<file path="config.mk">
export PLATFORM = sky130hd
export DESIGN_NAME = i2c_regfile_flat
export DESIGN_NICKNAME = d
export VERILOG_FILES = /design/src/rtl/i2c_regfile_if.sv /design/src/rtl/i2c_regfile.sv /design/src/flat_wrapper.sv
export SDC_FILE = /design/constraint.sdc
export NUM_CORES = 1
export LEC_CHECK = 0
export ABC_AREA = 0
export BUFFER_PORTS_ARGS = -buffer_cell sky130_fd_sc_hd__buf_2
export CAP_MARGIN = 20
export CELL_PAD_IN_SITES_DETAIL_PLACEMENT = 1
export CELL_PAD_IN_SITES_GLOBAL_PLACEMENT = 2
export CORE_AREA = 4 4 148 150
export CTS_CLUSTER_SIZE = 30
export DETAILED_ROUTE_END_ITERATION = 10
export DIE_AREA = 0 0 152 154
export PLACE_DENSITY = 0.78
export SYNTH_ARGS = -nofsm -noshare
export SYNTH_HDL_FRONTEND = slang
export SYNTH_SLANG_ARGS = --single-unit
</file>
<file path="constraint.sdc">
create_clock -name clk -period 3.33 [get_ports clk]
set_clock_uncertainty 0.2 [all_clocks]
set_input_delay 0.4995 -clock clk [delete_from_list [all_inputs] [get_ports clk]]
set_output_delay 0.4995 -clock clk [all_outputs]
set_load 0.005 [all_outputs]
</file>
<file path="src/rtl/i2c_regfile_if.sv">
// Purpose : parallel strobe bundle between the I2C slave byte engine and its register bank.
// Latency : none, wires only; dout is driven combinationally by the register bank.
// Backpr. : none; the byte engine paces all transfers and the bank never stalls it.
// Signals : act (addressed), as (pointer byte strobe), ws (write byte strobe),
//           rs (read byte strobe), din (byte from engine), dout (byte to engine).
// Modports: master = byte engine side, slave = register bank side.
interface i2c_regfile_if;
  logic       act;
  logic       as;
  logic       ws;
  logic       rs;
  logic [7:0] din;
  logic [7:0] dout;

  modport master (output act, output as, output ws, output rs, output din, input dout);
  modport slave  (input act, input as, input ws, input rs, input din, output dout);
endinterface

</file>
<file path="src/rtl/i2c_regfile.sv">
// Purpose : I2C-addressed register bank with auto-incrementing pointer and application write port.
// Latency : dout is combinational (0 cycles); wr_stb/rd_stb/idx_out 1 cycle; regs_out 1 cycle behind regs.
// Backpr. : none; every strobe is consumed in the cycle it is presented.
// Ports   : clk, rst (sync, active-high); i_bus (i2c_regfile_if.slave: act/as/ws/rs/din in, dout out);
//           i_hw_we/i_hw_addr/i_hw_wdata application write; o_regs_out live contents (flattened);
//           o_wr_stb/o_rd_stb/o_idx_out access strobes; o_err_cnt saturating rejected-access count.
// Option  : define I2C_REGFILE_SNAPSHOT_EN to read through a shadow copy taken at act rise and on as.
module i2c_regfile #(
  parameter int                     NREGS   = 8,
  parameter logic [8*NREGS-1:0]     RST_VAL = {NREGS{8'h00}},
  parameter logic [NREGS-1:0]       RO_MASK = {NREGS{1'b0}}
) (
  input  logic                 clk,
  input  logic                 rst,
  i2c_regfile_if.slave         i_bus,
  input  logic                 i_hw_we,
  input  logic [7:0]           i_hw_addr,
  input  logic [7:0]           i_hw_wdata,
  output logic [8*NREGS-1:0]   o_regs_out,
  output logic                 o_wr_stb,
  output logic                 o_rd_stb,
  output logic [7:0]           o_idx_out,
  output logic [7:0]           o_err_cnt
);

  typedef enum logic [1:0] {
    ST_IDLE = 2'd0,
    ST_PTR  = 2'd1,
    ST_DATA = 2'd2
  } state_t;

  state_t             r_state;
  state_t             w_state_nxt;
  logic               r_act_q;
  logic [7:0]         r_ptr;
  logic [8*NREGS-1:0] r_regs;
  logic [8*NREGS-1:0] r_regs_out;
  logic               r_wr_stb;
  logic               r_rd_stb;
  logic [7:0]         r_idx;
  logic [7:0]         r_err_cnt;

  logic               w_act_rise;
  logic               w_multi;
  logic [8*NREGS-1:0] w_rd_src;
  logic [7:0]         w_sel_dat;
  logic               w_sel_ro;
  logic               w_sel_hit;
  logic               w_ptr_load;
  logic               w_i2c_wr;
  logic               w_i2c_rd;
  logic               w_wr_ok;
  logic               w_err;

  assign w_act_rise = i_bus.act & ~r_act_q;
  assign w_multi    = (i_bus.as & i_bus.ws) | (i_bus.as & i_bus.rs) | (i_bus.ws & i_bus.rs);

`ifdef I2C_REGFILE_SNAPSHOT_EN
  // Shadow copy frozen at the start of each transfer so a multi-byte read
  // sees one consistent image even if the application updates registers.
  logic [8*NREGS-1:0] r_shadow;

  always_ff @(posedge clk) begin
    if (rst) begin
      r_shadow <= RST_VAL;
    end else if (w_act_rise || i_bus.as) begin
      r_shadow <= r_regs;
    end else begin
      for (int k = 0; k < NREGS; k++) begin
        if (w_wr_ok && (r_ptr == 8'(k))) begin
          r_shadow[8*k +: 8] <= i_bus.din;
        end
      end
    end
  end

  assign w_rd_src = r_shadow;
`else
  assign w_rd_src = r_regs;
`endif

  // Pointer decode by comparison rather than indexing, so any NREGS up to
  // 256 works and an out-of-range pointer simply fails to hit.
  always_comb begin
    w_sel_dat = 8'hFF;
    w_sel_ro  = 1'b0;
    w_sel_hit = 1'b0;
    for (int k = 0; k < NREGS; k++) begin
      if (r_ptr == 8'(k)) begin
        w_sel_dat = w_rd_src[8*k +: 8];
        w_sel_ro  = RO_MASK[k];
        w_sel_hit = 1'b1;
      end
    end
  end

  assign i_bus.dout = w_sel_dat;

  always_ff @(posedge clk) begin
    if (rst) begin
      r_state <= ST_IDLE;
    end else begin
      r_state <= w_state_nxt;
    end
  end

  always_comb begin
    w_state_nxt = r_state;
    w_ptr_load  = 1'b0;
    w_i2c_wr    = 1'b0;
    w_i2c_rd    = 1'b0;
    w_err       = 1'b0;
    if (!i_bus.act) begin
      w_state_nxt = ST_IDLE;
    end else begin
      case (r_state)
        ST_IDLE: begin
          if (w_act_rise) begin
            w_state_nxt = ST_PTR;
          end
        end
        ST_PTR: begin
          // A data byte before any pointer byte has nowhere to go.
          if (i_bus.as) begin
            w_ptr_load  = 1'b1;
            w_state_nxt = ST_DATA;
          end else if (i_bus.ws) begin
            w_err = 1'b1;
          end else if (i_bus.rs) begin
            w_i2c_rd = 1'b1;
          end
          if (w_multi) begin
            w_err = 1'b1;
          end
        end
        ST_DATA: begin
          if (i_bus.as) begin
            w_ptr_load = 1'b1;
          end else if (i_bus.ws) begin
            w_i2c_wr = 1'b1;
          end else if (i_bus.rs) begin
            w_i2c_rd = 1'b1;
          end
          if (w_multi) begin
            w_err = 1'b1;
          end
        end
        default: begin
          w_state_nxt = ST_IDLE;
        end
      endcase
    end
    if (w_i2c_rd && !w_sel_hit) begin
      w_err = 1'b1;
    end
    if (w_i2c_wr && (!w_sel_hit || w_sel_ro)) begin
      w_err = 1'b1;
    end
  end

  assign w_wr_ok = w_i2c_wr & w_sel_hit & ~w_sel_ro;

  always_ff @(posedge clk) begin
    if (rst) begin
      r_act_q    <= 1'b0;
      r_ptr      <= 8'h00;
      r_regs     <= RST_VAL;
      r_regs_out <= RST_VAL;
      r_wr_stb   <= 1'b0;
      r_rd_stb   <= 1'b0;
      r_idx      <= 8'h00;
      r_err_cnt  <= 8'h00;
    end else begin
      r_act_q    <= i_bus.act;
      r_regs_out <= r_regs;
      r_wr_stb   <= w_wr_ok;
      r_rd_stb   <= w_i2c_rd;
      if (w_wr_ok || w_i2c_rd) begin
        r_idx <= r_ptr;
      end
      // Rejected writes still advance the pointer; 8-bit wrap is natural.
      if (w_ptr_load) begin
        r_ptr <= i_bus.din;
      end else if (w_i2c_wr || w_i2c_rd) begin
        r_ptr <= r_ptr + 8'd1;
      end
      if (w_err && (r_err_cnt != 8'hFF)) begin
        r_err_cnt <= r_err_cnt + 8'd1;
      end
      // I2C write takes precedence over an application write to the same index.
      for (int k = 0; k < NREGS; k++) begin
        if (w_wr_ok && (r_ptr == 8'(k))) begin
          r_regs[8*k +: 8] <= i_bus.din;
        end else if (i_hw_we && (i_hw_addr == 8'(k))) begin
          r_regs[8*k +: 8] <= i_hw_wdata;
        end
      end
    end
  end

  assign o_regs_out = r_regs_out;
  assign o_wr_stb   = r_wr_stb;
  assign o_rd_stb   = r_rd_stb;
  assign o_idx_out  = r_idx;
  assign o_err_cnt  = r_err_cnt;

endmodule

</file>
<file path="src/flat_wrapper.sv">
// flat-port wrapper written by rule: the top's interface ports become plain ports
module i2c_regfile_flat 
#(
  parameter int                     NREGS   = 8,
  parameter logic [8*NREGS-1:0]     RST_VAL = {NREGS{8'h00}},
  parameter logic [NREGS-1:0]       RO_MASK = {NREGS{1'b0}}
)
  (clk, rst, i_hw_we, i_hw_addr, i_hw_wdata, o_regs_out, o_wr_stb, o_rd_stb, o_idx_out, o_err_cnt, i_bus_act, i_bus_as, i_bus_ws, i_bus_rs, i_bus_din, i_bus_dout);
  i2c_regfile_if i_bus_i ();
  input  logic clk;
  input  logic rst;
  input  logic i_hw_we;
  input  logic [7:0] i_hw_addr;
  input  logic [7:0] i_hw_wdata;
  output logic [8*NREGS-1:0] o_regs_out;
  output logic o_wr_stb;
  output logic o_rd_stb;
  output logic [7:0] o_idx_out;
  output logic [7:0] o_err_cnt;
  input wire logic [$bits(i_bus_i.act)-1:0] i_bus_act;
  input wire logic [$bits(i_bus_i.as)-1:0] i_bus_as;
  input wire logic [$bits(i_bus_i.ws)-1:0] i_bus_ws;
  input wire logic [$bits(i_bus_i.rs)-1:0] i_bus_rs;
  input wire logic [$bits(i_bus_i.din)-1:0] i_bus_din;
  output wire logic [$bits(i_bus_i.dout)-1:0] i_bus_dout;
  assign i_bus_i.act = i_bus_act;
  assign i_bus_i.as = i_bus_as;
  assign i_bus_i.ws = i_bus_ws;
  assign i_bus_i.rs = i_bus_rs;
  assign i_bus_i.din = i_bus_din;
  assign i_bus_dout = i_bus_i.dout;
  i2c_regfile #(.NREGS(NREGS), .RST_VAL(RST_VAL), .RO_MASK(RO_MASK)) u_core (.clk(clk), .rst(rst), .i_bus(i_bus_i), .i_hw_we(i_hw_we), .i_hw_addr(i_hw_addr), .i_hw_wdata(i_hw_wdata), .o_regs_out(o_regs_out), .o_wr_stb(o_wr_stb), .o_rd_stb(o_rd_stb), .o_idx_out(o_idx_out), .o_err_cnt(o_err_cnt));
endmodule
</file>
==> results of run 1 <==
## logic make-up after synthesis
| group | share of synthesized area (%) |
|---|---|
| buffers and inverters | 5.21 |
| xor gates and xnor gates | 0.128 |
| adders and majority gates | 1.46 |
| DFF | 45.8 |
| muxes | 11.1 |
| AOI/OAI and AO/OA | 16.7 |
| and+or+nand+nor | 19.6 |
## routing by layer
metal | track usage, % | wire length, um | vias to the layer above
met5 | 0 | 0 | -
met4 | 5.57 | 406 | 0
met3 | 4.31 | 985 | 31
met2 | 30.9 | 10400 | 145
met1 | 27.2 | 11300 | 2905
li1 | - | - | 2853
## per-stage QoR
stage / setup slack, ps / hold slack, ps / cells / power [uW] / instance area, um^2
floorplan: 830 / 229 / 758 / 2090 / 6870
CTS: 5.65 / 134 / 1137 / 4260 / 8320
global route: 16.2 / 155 / 1137 / 4370 / 8350
global placement: 262 / 261 / 1104 / 2210 / 7690
detailed placement: 194 / 262 / 1104 / 2210 / 7690
finish: 143 / 151 / 1137 / 4230 / 8350
## power by group
group	switching, uW	leakage, uW	internal (uW)	total [uW]
logic	188	0.00204	94.5	282
registers	9.15	0.00127	1880	1890
clock network	827	0.000279	1220	2050
## critical path: stages (launching register included)
cell and delay, ps:
dfxtp_1 390, nor4_4 320, nand2_1 170, or3_1 430, a2111oi_2 420, o32ai_1 170
buf_2 160
## cell usage after synthesis (5+ instances only)
cell / count / share of area (%)
a221oi_1: 7 / 0.89
nand2_1: 28 / 1.5
ha_1: 8 / 1.5
nor3_1: 9 / 0.66
inv_1: 23 / 1.3
nand3b_1: 6 / 0.66
dfxtp_1: 157 / 46
a311oi_1: 5 / 0.64
and3_1: 7 / 0.64
nor2b_1: 58 / 5.3
or3_1: 5 / 0.46
buf_1: 20 / 1.1
a21oi_1: 38 / 2.8
a211oi_1: 67 / 7.3
mux2i_1: 75 / 11
nand2b_1: 9 / 0.82
o21ai_0: 13 / 0.95
buf_2: 10 / 0.73
clkbuf_1: 33 / 1.8
nor2_1: 109 / 6.0
nand3_1: 9 / 0.66
nor4_1: 5 / 0.46
## final timing paths
check | endpoint | depth (start not counted) | from | slack, ps
setup / recovery | i_bus_dout[5] | 6 | u_core.r_ptr[6] | 140
hold / removal | u_core.o_rd_stb | 2 | i_bus_as | 150
setup reg to reg | u_core.r_regs[51] | 6 | u_core.r_state[0] | 600
hold reg to reg | u_core.o_regs_out[40] | 2 | u_core.r_regs[40] | 270
## sequential cells by signal, indices dropped and copies added, names as in the netlist
register and flops:
u_core.r_regs 64, u_core.o_err_cnt 8, u_core.r_state 2, u_core.r_act_q 1
u_core.o_wr_stb 1, u_core.o_idx_out 8, u_core.r_ptr 8, u_core.o_rd_stb 1
u_core.o_regs_out 64
## layout by cell type (no fill, tap or decap), types with 13 or more instances in the layout
master	instances
a21oi_1	38
inv_1	23
nand2_1	28
clkbuf_16	17
buf_2	119
a211oi_1	67
o21ai_0	13
buf_4	18
dfxtp_1	156
nor2b_1	58
mux2i_1	75
nor2_1	109
## cell type report
| class | count | share of cell area (%) |
|---|---|---|
| Timing Repair Buffer | 139 | 9.13 |
| Clock buffer | 20 | 5.47 |
| Clock inverter | 12 | 1.95 |
| Inverter | 23 | 1.03 |
| Tap cell | 275 | 4.12 |
| Multi-Input combinational cell | 511 | 40.6 |
| Sequential cell | 157 | 37.7 |
## what timing repair did
action	CTS	global route
setup endpoints to repair	1	4
pin swaps	1	0
setup buffers	1	0
resized for setup	1	6
==> results by group, run 1 <==
Floorplanning
  • Row Count: 53
  • Initial cell density of the core: ~33%
  • I/O Pins: about 120
  • CORE AREA: slightly above 20000 um^2
  • DIE WIDTH: between 150 and 200 um
  • Die span in y: about 150 um
  • Die area: between 20000 and 25000 um^2

Cells and area
  • Layout cell share with drive strength beyond 1: 21.6%
  • Register area: approximately 3100 um^2
  • Layout Nets: ~900
  • Filler instances: 2430
  • Layout area overhead: 21.6%
  • Area of the multi-input gates: about 3400 um^2
  • N_diodes: 0
  • Fin util: 40.4%

Routing
  • Via count: just under 6000
  • Drt wl/cell: around 20 um
  • WL final: between 20000 and 25000 um
  • DRC: 0
  • Post-DRT Antenna Nets: 0
  • Initial DRC count: around 370
  • Via density per instance: roughly 5.2
  • TritonRoute pass-1 iters: 4

CTS
  • Hold Buf Count CTS: 0
  • Clock sink count: 157
  • Worst-Skew Late Latency: 430 ps
  • Clk pin slew, worst setup/hold paths: 70 ps
  • Deepest level of the CTS H-tree: 4
  • Bufs on Longest Clock Path: 2
  • Root buf cell: clkbuf_16
  • CTS tree: built
  • Num CTS Buffers: 17

Setup path
  • Critical path arrival: roughly 2500 ps
  • Setup crit end kind: output port
  • CP Data Required Time: about 2600 ps
  • CP Class: reg -> out
  • Crit path max fanout: 5
  • Worst Setup Start Kind: register

Place
  • Placer congestion estimate: ~0.85
  • IO buf count: 120
  • Dpl hpwl: around 16000 um

Yosys
  • Asr flop ratio synth: 0%
  • Main synth FF type: dfxtp_1
  • Post-synth EDFFs: 0
  • Mapped Cells: approximately 760
  • Synth warnings: 0
  • Syn_area_per_cell: about 9.1 um^2
  • Syn nets: ~800
  • Post-synthesis cell type count: 56
  • Mapped cell area: between 6000 and 7000 um^2
  • FF+latch count, synth: 157
  • Register area share after synthesis: 45.8%

Timing
  • RSZ-0062 raised after global routing: no
  • Max_slew headroom: about half
  • Actual slew at the worst max-slew pin: 771 ps
  • Final Max Tran Viols: 0
  • # setup viols final: 0
  • Fin crit share: a little over nine tenths
  • Final hold vios: 0
  • Fin crit period: about 3200 ps
  • Max Clock Freq: between 300 and 400 MHz
  • Setup TNS: 0 ps

Power
  • LEAKAGE: between 0.003 and 0.004 uW
  • P per Cell Area: ~500 nW/um^2
  • Maximum vdd ir drop: around 310 uV

Global route
  • Initial antenna violation count: 0
  • Gr ovfl total: 0
  • First-pass GRT wire length: around 36000 um
  • Largest net degree at the start of global routing: 80
  • Total GRT Usage: between 10% and 20%
  • Number of global-route vias before repair: around 6100

Run status
  • Outcome: finished clean

Run
  • Number of max-cap violations: 0

Worst hold path
  • Hold crit path type: in -> reg
Note: power is estimated with default switching activity, not from simulation.
==> inputs of run 2 (changes only) <==
CELL_PAD_IN_SITES_DETAIL_PLACEMENT = not set   (was 1)
CELL_PAD_IN_SITES_GLOBAL_PLACEMENT = not set   (was 2)
CORE_AREA = 4 4 137 139   (was 4 4 148 150)
DIE_AREA = 0 0 141 143   (was 0 0 152 154)
PLACE_DENSITY = 0.63   (was 0.78)
SKIP_LAST_GASP = 1   (was not set)
==> run 2 against run 1 <==
  * Sequential cell count unchanged
  * Die area down 14%
  * Clock-buffer cell count unchanged
  * Global-route usage is 0.53 points higher
  * Routed wire length down 12%
  * Maximum frequency down 1.1%
  * Sequential power about the same
  * Hold slack improved by 4.4 ps
  * Non-clock buffer count shrank 1
  * Sequential share of layout area up 0.60 points
  * Critical path type unchanged
  * First-iteration DRC count is 10% higher
==> results by group, run 2 (synthesis results as in run 1) <==
Run status
  • Outcome: finished clean

Timing
  • Final Max Tran Viols: 0 (unchanged)
  • # setup viols final: 0 (unchanged)
  • Max Clock Freq: 310 MHz (-1.1%)
  • Actual slew at the worst max-slew pin: 869 ps (+98.1 ps)
  • Final hold vios: 0 (unchanged)
  • Setup TNS: 0 ps (unchanged)
  • Max_slew headroom: 42.0% (-6.4 points)
  • RSZ-0062 raised after global routing: no
  • Fin crit share: 96.8% (+1.1 points)
  • Fin crit period: 3220 ps (+35.2 ps)

Routing
  • WL final: 20400 um (-12%)
  • Via density per instance: 5.32 (+1.9%)
  • Drt wl/cell: 18.7 um (-7.7%)
  • TritonRoute pass-1 iters: 5 (+1)
  • DRC: 0 (unchanged)
  • Initial DRC count: 405 (+10%)
  • Post-DRT Antenna Nets: 0 (unchanged)
  • Via count: 5786 (-2.5%)

Cells and area
  • Area of the multi-input gates: 3380 um^2 (-0.52%)
  • Most common cell after layout, fill and taps aside: dfxtp_1
  • Layout Nets: 887 (-0.11%)
  • Filler instances: 1804 (-26%)
  • Layout cell share with drive strength beyond 1: 21.1% (-0.51 points)
  • Register area: 3140 um^2 (unchanged)
  • Layout area overhead: 19.7%
  • Finished Layout Cells: 1088 (-4.3%)
  • Commonest cells after routing, fill and taps aside: dfxtp_1 (156), buf_2 (119), nor2_1 (109)
  • Fin util: 46.5% (+6.2 points)
  • N_diodes: 0 (unchanged)

CTS
  • Hold Buf Count CTS: 0 (unchanged)
  • Deepest level of the CTS H-tree: 4 (unchanged)
  • Num CTS Buffers: 17 (unchanged)
  • Bufs on Longest Clock Path: 2 (unchanged)
  • Clock sink count: 157 (unchanged)
  • CTS tree: built
  • Root buf cell: clkbuf_16
  • Clk pin slew, worst setup/hold paths: 70 ps (about the same)
  • Worst-Skew Late Latency: 430 ps (about the same)

Setup path
  • Slowest stage cell, crit path: a2111oi_1
  • Critical path arrival: 2520 ps (+30 ps)
  • Reg2reg start: u_core.r_ptr[1]
  • Setup crit end kind: output port
  • CP Data Required Time: 2630 ps (about the same)
  • CP Class: reg -> out
  • Worst reg2reg path depth: 8 (+2)
  • Max incr delay on CP: 430 ps (about the same)
  • Worst Setup Start Kind: register
  • Setup slack, reg-to-reg: 650 ps (+50 ps)
  • R2r endpoint: u_core.o_err_cnt[0]
  • Crit path max fanout: 5 (unchanged)
  • Crit path cell chain: nor4_4, nand2_1, or3_1, a2111oi_1, buf_4, o32ai_1, buf_2
  • CP Launch Point: u_core.r_ptr[6]

Worst hold path
  • Hold crit path type: in -> reg
  • Hold endpoint: u_core.o_rd_stb
  • Hold path start: i_bus_as
  • Hold Crit Depth: 2 (unchanged)

Global route
  • Met3 usage: 4.89% (+0.58 points)
  • Grt met2 use: 30.8% (-0.063 points)
  • Gr ovfl total: 0 (unchanged)
  • GRT busiest layer: met2
  • Initial antenna violation count: 0 (unchanged)
  • Largest net degree at the start of global routing: 85 (+6.3%)
  • First-pass GRT wire length: 31300 um (-13%)
  • Number of global-route vias before repair: 5476 (-9.7%)
  • Total GRT Usage: 20.1% (+0.53 points)
  • M1 GR Usage: 28.0% (+0.82 points)

Power
  • LEAKAGE: 0.00359 uW (about the same)
  • P per Cell Area: 496 nW/um^2 (-2.0%)
  • Tot Pwr: 4080 uW (-3.5%)
  • Maximum vdd ir drop: 396 uV (+26%)

Place
  • IO buf count: 120 (unchanged)
  • Placer congestion estimate: 0.945 (+11%)
  • Dpl hpwl: 14000 um (-12%)
  • Dpl cells: 1057 (-4.3%)

Floorplanning
  • DIE WIDTH: 141 um (-7.2%)
  • Initial cell density of the core: 38.9% (+5.7 points)
  • CORE AREA: 17700 um^2 (-15%)
  • Row Count: 49 (-7.5%)
  • I/O Pins: 121 (unchanged)
  • Die area: 20200 um^2 (-14%)
  • Die span in y: 143 um (-7.1%)

Run
  • Number of max-cap violations: 0 (unchanged)
==> run 2: critical path: cells and delay by family (launching register included) <==
| family | cells | cell delay [ps] |
|---|---|---|
| AOI/OAI and AO/OA | 2 | 510 |
| buffers and inverters | 2 | 330 |
| DFF | 1 | 380 |
| and+or+nand+nor | 3 | 870 |
==> run 2: worst max path at each step <==
| stage | endpoint | slack (ps) |
|---|---|---|
| 2_1_floorplan | i_bus_dout[5] | 830 |
| 3_3_place_gp | i_bus_dout[5] | 450 |
| 3_5_place_dp | i_bus_dout[5] | 350 |
| 4_1_cts | i_bus_dout[5] | 80 |
| 5_1_grt | i_bus_dout[5] | 10 |
| 6_report | i_bus_dout[5] | 110 |
==> run 2: what timing repair did <==
item                                    4_1_cts  5_1_grt
endpoints found under the setup margin        1        3
resized for setup                             0        5
setup buffers                                 1        0
pin swaps                                     1        1
==> run 2: layer usage <==
metal / part of all wire [%] / wire length [um] / up-vias
met4: 2.4 / 479 / 0
met3: 6.1 / 1250 / 31
li1: - / - / 2843
met1: 47 / 9660 / 2707
met5: 0 / 0 / -
met2: 44 / 8980 / 205
==> run 2: area by class of cell <==
| type | instances | share of cell area, % |
|---|---|---|
| clock inverter | 10 | 1.39 |
| multi-input combinational | 511 | 41.1 |
| clock buffer | 20 | 5.68 |
| inverter | 23 | 1.05 |
| timing repair buffer | 138 | 9.07 |
| sequential | 157 | 38.3 |
| tap | 229 | 3.49 |
==> run 2: through the flow <==
step	setup slack (ps)	cell area, um^2	hold WS, ps
after detailed placement	346	7610	271
after global placement	448	7610	265
after CTS	75.5	8200	130
after global routing	14.3	8220	162
after floorplan	830	6870	229
final	108	8220	155
==> run 2: power breakdown <==
| group | switching (uW) | internal, uW | leakage, uW |
|---|---|---|---|
| Clock | 762 | 1150 | 0.000288 |
| Sequential | 8.27 | 1890 | 0.00127 |
| Combinational | 177 | 92.8 | 0.00203 |
